## config.mk

```make
export PLATFORM = sky130hd
export DESIGN_NAME = uart_rx_mmio
export DESIGN_NICKNAME = d
export VERILOG_FILES = /design/src/rtl/uart_rx_pkg.sv /design/src/rtl/sync_fifo.sv /design/src/rtl/uart_rx_mmio.sv
export SDC_FILE = /design/constraint.sdc
export NUM_CORES = 1
export LEC_CHECK = 0
export ABC_AREA = 1
export CORE_ASPECT_RATIO = 1.75
export CORE_UTILIZATION = 45
export DETAILED_ROUTE_END_ITERATION = 7
export PLACE_DENSITY_LB_ADDON = 0.15
export SETUP_SLACK_MARGIN = 0.1
export SYNTH_ARGS = -nofsm -noshare
export SYNTH_HDL_FRONTEND = slang
export SYNTH_HIERARCHICAL = 1
export SYNTH_SLANG_ARGS = --single-unit
```

## constraint.sdc

```tcl
create_clock -name clk -period 3.75 [get_ports clk]
set_input_delay 0.75 -clock clk [delete_from_list [all_inputs] [get_ports clk]]
set_output_delay 0.75 -clock clk [all_outputs]
set_load 0.03 [all_outputs]
```

## src/rtl/uart_rx_pkg.sv

```systemverilog
// Shared types and register map for the memory-mapped UART receiver.
package uart_rx_pkg;

  typedef enum logic [1:0] {
    IDLE  = 2'd0,
    START = 2'd1,
    DATA  = 2'd2,
    STOP  = 2'd3
  } rx_state_t;

  localparam logic [1:0] UART_DATA   = 2'd0;
  localparam logic [1:0] UART_STATUS = 2'd1;

  localparam int ST_VALID      = 0;
  localparam int ST_FULL       = 1;
  localparam int ST_FRAME_ERR  = 2;
  localparam int ST_OVERRUN    = 3;
  localparam int ST_COUNT_FULL = 4;

  function automatic logic [31:0] pack_status(
    input logic count_full,
    input logic overrun,
    input logic frame_err,
    input logic full,
    input logic valid
  );
    logic [31:0] s;
    s                = '0;
    s[ST_COUNT_FULL] = count_full;
    s[ST_OVERRUN]    = overrun;
    s[ST_FRAME_ERR]  = frame_err;
    s[ST_FULL]       = full;
    s[ST_VALID]      = valid;
    return s;
  endfunction

endpackage

```

## src/rtl/sync_fifo.sv

```systemverilog
// Small synchronous FIFO with a combinational head output and wrap-bit pointers.
module sync_fifo #(
  parameter int WIDTH = 8,
  parameter int DEPTH = 8
) (
  input  logic                     clk,
  input  logic                     rst_n,
  input  logic                     push,
  input  logic                     pop,
  input  logic [WIDTH-1:0]         din,
  output logic [WIDTH-1:0]         dout,
  output logic                     empty,
  output logic                     full,
  output logic [$clog2(DEPTH):0]   count
);

  localparam int AW = $clog2(DEPTH);

  logic [WIDTH-1:0] mem [DEPTH];
  logic [AW:0]      wr_ptr_reg;
  logic [AW:0]      rd_ptr_reg;
  logic             do_write;
  logic             do_read;

  assign count = wr_ptr_reg - rd_ptr_reg;
  assign empty = (count == '0);
  assign full  = (count == (AW+1)'(DEPTH));

  // A push into a full FIFO only lands when the head is leaving in the same cycle.
  assign do_write = push && (!full || pop);
  assign do_read  = pop && !empty;

  assign dout = mem[rd_ptr_reg[AW-1:0]];

  always_ff @(posedge clk) begin
    if (do_write) begin
      mem[wr_ptr_reg[AW-1:0]] <= din;
    end
  end

  always_ff @(posedge clk or negedge rst_n) begin
    if (!rst_n) begin
      wr_ptr_reg <= '0;
      rd_ptr_reg <= '0;
    end else begin
      if (do_write) wr_ptr_reg <= wr_ptr_reg + 1'b1;
      if (do_read)  rd_ptr_reg <= rd_ptr_reg + 1'b1;
    end
  end

endmodule

```

## src/rtl/uart_rx_mmio.sv

```systemverilog
// 8N1 UART receiver with a receive FIFO and DATA/STATUS registers on the core bus.
module uart_rx_mmio
  import uart_rx_pkg::*;
#(
  parameter int CLK_DIV    = 434,
  parameter int FIFO_DEPTH = 8
) (
  input  logic        clk,
  input  logic        rst_n,
  input  logic        rxd,
  input  logic        sel,
  input  logic        rd,
  input  logic [1:0]  addr,
  output logic [31:0] rdata,
  output logic        irq
);

  localparam int CW = $clog2(CLK_DIV);
  localparam int FW = $clog2(FIFO_DEPTH);
  localparam logic [CW-1:0] HALF_RELOAD = CW'(CLK_DIV/2 - 1);
  localparam logic [CW-1:0] FULL_RELOAD = CW'(CLK_DIV - 1);

  logic [1:0]    sync_reg;
  logic          rxs;
  rx_state_t     state_reg;
  logic [CW-1:0] cnt_reg;
  logic [2:0]    bit_idx_reg;
  logic [7:0]    shift_reg;
  logic          overrun_reg;
  logic          frame_err_reg;

  logic          stop_done;
  logic          push;
  logic          frame_set;
  logic          overrun_set;
  logic          pop;
  logic          status_rd;
  logic [7:0]    head;
  logic          empty;
  logic          full;
  logic [FW:0]   count;

  always_ff @(posedge clk or negedge rst_n) begin
    if (!rst_n) begin
      sync_reg <= 2'b11;
    end else begin
      sync_reg <= {sync_reg[0], rxd};
    end
  end

  assign rxs = sync_reg[1];

  always_ff @(posedge clk or negedge rst_n) begin
    if (!rst_n) begin
      state_reg   <= IDLE;
      cnt_reg     <= '0;
      bit_idx_reg <= '0;
      shift_reg   <= '0;
    end else begin
      case (state_reg)
        IDLE: begin
          if (!rxs) begin
            cnt_reg   <= HALF_RELOAD;
            state_reg <= START;
          end
        end
        START: begin
          if (cnt_reg == '0) begin
            if (rxs) begin
              state_reg <= IDLE;
            end else begin
              cnt_reg     <= FULL_RELOAD;
              bit_idx_reg <= '0;
              state_reg   <= DATA;
            end
          end else begin
            cnt_reg <= cnt_reg - 1'b1;
          end
        end
        DATA: begin
          if (cnt_reg == '0) begin
            shift_reg <= {rxs, shift_reg[7:1]};
            cnt_reg   <= FULL_RELOAD;
            if (bit_idx_reg == 3'd7) begin
              state_reg <= STOP;
            end else begin
              bit_idx_reg <= bit_idx_reg + 1'b1;
            end
          end else begin
            cnt_reg <= cnt_reg - 1'b1;
          end
        end
        STOP: begin
          // Re-arm at mid-stop so a following start bit is never missed.
          if (cnt_reg == '0) begin
            state_reg <= IDLE;
          end else begin
            cnt_reg <= cnt_reg - 1'b1;
          end
        end
        default: state_reg <= IDLE;
      endcase
    end
  end

  assign stop_done   = (state_reg == STOP) && (cnt_reg == '0);
  assign push        = stop_done && rxs;
  assign frame_set   = stop_done && !rxs;
  assign pop         = sel && rd && (addr == UART_DATA) && !empty;
  assign status_rd   = sel && rd && (addr == UART_STATUS);
  assign overrun_set = push && full && !pop;

  sync_fifo #(
    .WIDTH (8),
    .DEPTH (FIFO_DEPTH)
  ) u_fifo (
    .clk   (clk),
    .rst_n (rst_n),
    .push  (push),
    .pop   (pop),
    .din   (shift_reg),
    .dout  (head),
    .empty (empty),
    .full  (full),
    .count (count)
  );

  // Set has priority over the read-to-clear.
  always_ff @(posedge clk or negedge rst_n) begin
    if (!rst_n) begin
      overrun_reg   <= 1'b0;
      frame_err_reg <= 1'b0;
    end else begin
      if (overrun_set)    overrun_reg <= 1'b1;
      else if (status_rd) overrun_reg <= 1'b0;
      if (frame_set)      frame_err_reg <= 1'b1;
      else if (status_rd) frame_err_reg <= 1'b0;
    end
  end

  always_comb begin
    rdata = '0;
    case (addr)
      UART_DATA: begin
        if (!empty) rdata[7:0] = head;
      end
      UART_STATUS: begin
        rdata = pack_status(count == (FW+1)'(FIFO_DEPTH), overrun_reg,
                            frame_err_reg, full, !empty);
      end
      default: rdata = '0;
    endcase
  end

  assign irq = !empty;

endmodule

```

==> results.cfg <==
[floorplan]
dieHeight_microns = 140
ios = 40
core_sq_um = 10600
initial_utilization_pct = 46.2
dieArea_sq_um = 11400
die_w_microns = 81.0
rows = 50

[sta]
fin_crit_sh_pct = 94.3
setup_slack_ns = 0.215
min_period_ns = 3.53
slew_violations = 0
slew-limit-headroom_pct = 46.4
fmax_mhz = 283
report.final.hold_viol_count = 0
clock_skew_ns = 0.00421
worst_slew_pin_slew_ns = 0.804
rsz0062_at_grt = no
setup_viol = 0
fin_tns_setup_ns = 0

[route]
wl_mm = 9.97
first_pass_iters = 4
wl_per_cell_microns = 14.7
post-route-drc-count = 0
drt_iter0_markers = 221
ant_nets = 0
num_vias = 3376
avgViaCountPerCell = 4.96

[global_route]
grt_pass1_vias = 3255
overflow = 0
grtUsageTotal_pct = 19.0
grt_max_degree = 37
grt_pass1_wl_mm = 15.8
antenna_found_initial = 0

[power]
power.share.sequential_pct = 55.8
p_total_mw = 2.05
vdd_ir_drop_max_mv = 0.303
switching_power_mw = 0.431
power_leakage_nw = 2.51
switching_share_pct = 21.0
combPwrFrac_pct = 2.6
intPower_mw = 1.62
power_density_nw_per_um2 = 377
p_clk_share_pct = 41.6

[clock_tree]
cts_sinks = 98
clock_latency_ns = 0.34
cts_made_buffers = 9
clk_pin_slew_ns = 0.06
postCtsHoldBufs = 0
root_buffer = clkbuf_16
ctsLongestPathBuffers = 2
cts_tree = built
htreeDepth = 3

[setup_path]
crit_path_max_fanout = 5
slowest_delay_ns = 0.59
cp_data_required_time_ns = 3.00
worstSetupStartpointType = flop
worst-setup-path-type = reg2out
crit_path_end_kind = output port
crit_path_frequent_cell = inv_1
r2r-start = u_fifo/wr_ptr_reg[0]$_DFFE_PN0P_
crit_path_start = u_fifo/wr_ptr_reg[0]$_DFFE_PN0P_
cp_slowest_cell = clkdlybuf4s50_1
crit_buf_inv = 5
arrival_ns = 2.78
cpLargestDelayFamily = buffers and inverters
worstPathCellList = inv_1, ha_1, inv_1, fa_1, or2_0, nor2_2, nand3_2, inv_1, inv_1, clkdlybuf4s50_1

[placed_design]
dpl_cell_area_sq_um = 5140
dp_hpwl_mm = 7.37
place_congestion = 0.839
dp_slack_ns = 0.246
port_buffers = 15

[hold_path]
worstHoldStart = sync_reg[0]$_DFF_PN1_
hp-class = reg2reg

[finish]
drive_above_1_share_pct = 13.3
final_area_sq_um = 5450
area_growth_pct = 10.8
fill_cells = 1004
largest_register_ffs = 64
nets = 566
antennaDiodeCount = 0

[synthesis]
synthesis.area_sq_um = 4920
yosysTopAreaCellShare_pct = 39.1
ys.flop_type = edfxtp_1
yosys_warnings = 6
synth_cells = 517
ys_ff_latch = 98
synth.area.top_cells = edfxtp_1, dfrtp_1, nand2_1
seq_area_frac_synth_pct = 56.4
yosys.cell_count.top_type = nand2_1
synth_top_area_cell = edfxtp_1
async_reset_ff_share_pct = 34.7
syn_area_per_cell_sq_um = 9.51
synthTopCellsByCount = nand2_1, nor2_1, edfxtp_1
synth.distinct_cells = 40
synth_edf_count = 64

[flow_run]
cap_violations = 0

[status]
outcome = finished clean
worst register-to-register path: cells and delay by family, from the launching register on:
family	cells	cell delay, ns
buf+inv	7	0.63
fa+ha+maj	2	0.65
simple gates	9	1.18
flops	1	0.41
kinds of logic (layout without fill, tap and decap cells):
family	after synthesis	count (layout)	share of synthesized area (%)
AOI/OAI and AO/OA	76	76	8.62
xor gates and xnor gates	8	8	1.42
adders and majority gates	14	14	3.71
buffers and inverters	89	99	9.23
DFF	98	98	56.4
other	1	24	0.0762
and+or+nand+nor	231	231	20.5
layout by cell type (no fill, tap or decap), types with 3 or more instances in the layout:
cell type / n
nand2_1: 117
xor2_1: 7
inv_1: 41
buf_4: 23
conb_1: 24
clkbuf_16: 9
ha_1: 13
clkdlybuf4s50_1: 6
a31oi_1: 8
nand3_2: 3
nand4_1: 6
nor2_4: 3
o21ai_0: 38
inv_2: 10
o21ai_1: 10
a21oi_1: 12
nand3_1: 19
nor2_1: 69
dfrtp_1: 31
nor2_2: 4
edfxtp_1: 64
metal layers:
metal	vias up	share of wire (%)	GRT usage (%)
met2	54	56	35.4
met4	0	2.7	7.71
met3	14	2.2	3.58
met1	1594	39	20.1
met5	-	0	0
li1	1714	-	-
area by class of cell:
| class | instances | area (sq um) | share of cell area [%] |
|---|---|---|---|
| multi-input cells | 353 | 1790 | 32.8 |
| inverters | 52 | 195 | 3.58 |
| well taps | 130 | 163 | 2.99 |
| repair buffers | 31 | 246 | 4.52 |
| flip-flops and latches | 98 | 2780 | 51.0 |
| clock buffers | 11 | 243 | 4.46 |
| clock inverters | 5 | 38.8 | 0.712 |
through the flow:
step,hold WS [ns],std cells,utilization (%)
floorplan,0.345,540,-
global placement,0.347,662,48.3
detailed placement,0.355,662,48.3
CTS,0.364,679,51.1
global route,0.369,680,51.2
finish,0.364,680,51.2
path summary, 6_finish.rpt:
kind / to / slack (ns) / cells after the start
min: sync_reg[1]$_DFF_PN1_ / 0.36 / 0
max in group asynchronous: u_fifo/wr_ptr_reg[0]$_DFFE_PN0P_ / 2.70 / 1
min reg2reg: sync_reg[1]$_DFF_PN1_ / 0.36 / 0
max: irq / 0.22 / 10
min in group asynchronous: cnt_reg[0]$_DFFE_PN0P_ / 0.50 / 1
max reg2reg: u_fifo/mem[4][4]$_DFFE_PP_ / 0.58 / 18
power by group through the flow:
stage | sequential (mW) | combinational, mW | clock (mW)
finish | 1.15 | 0.0538 | 0.855
global route | 1.14 | 0.0596 | 0.917
CTS | 1.15 | 0.0540 | 0.878
detailed placement | 1.17 | 0.0539 | 0
global placement | 1.17 | 0.0537 | 0
floorplan | 1.17 | 0.0561 | 0
timing repair:
action | 4_1_cts | 5_1_grt
pin swaps | 1 | 1
setup endpoints to repair | 9 | 8
hold endpoints to repair | 0 | 0
setup buffers | 1 | 1
gates resized for setup | 3 | 3
(Power assumes the default switching activity.)
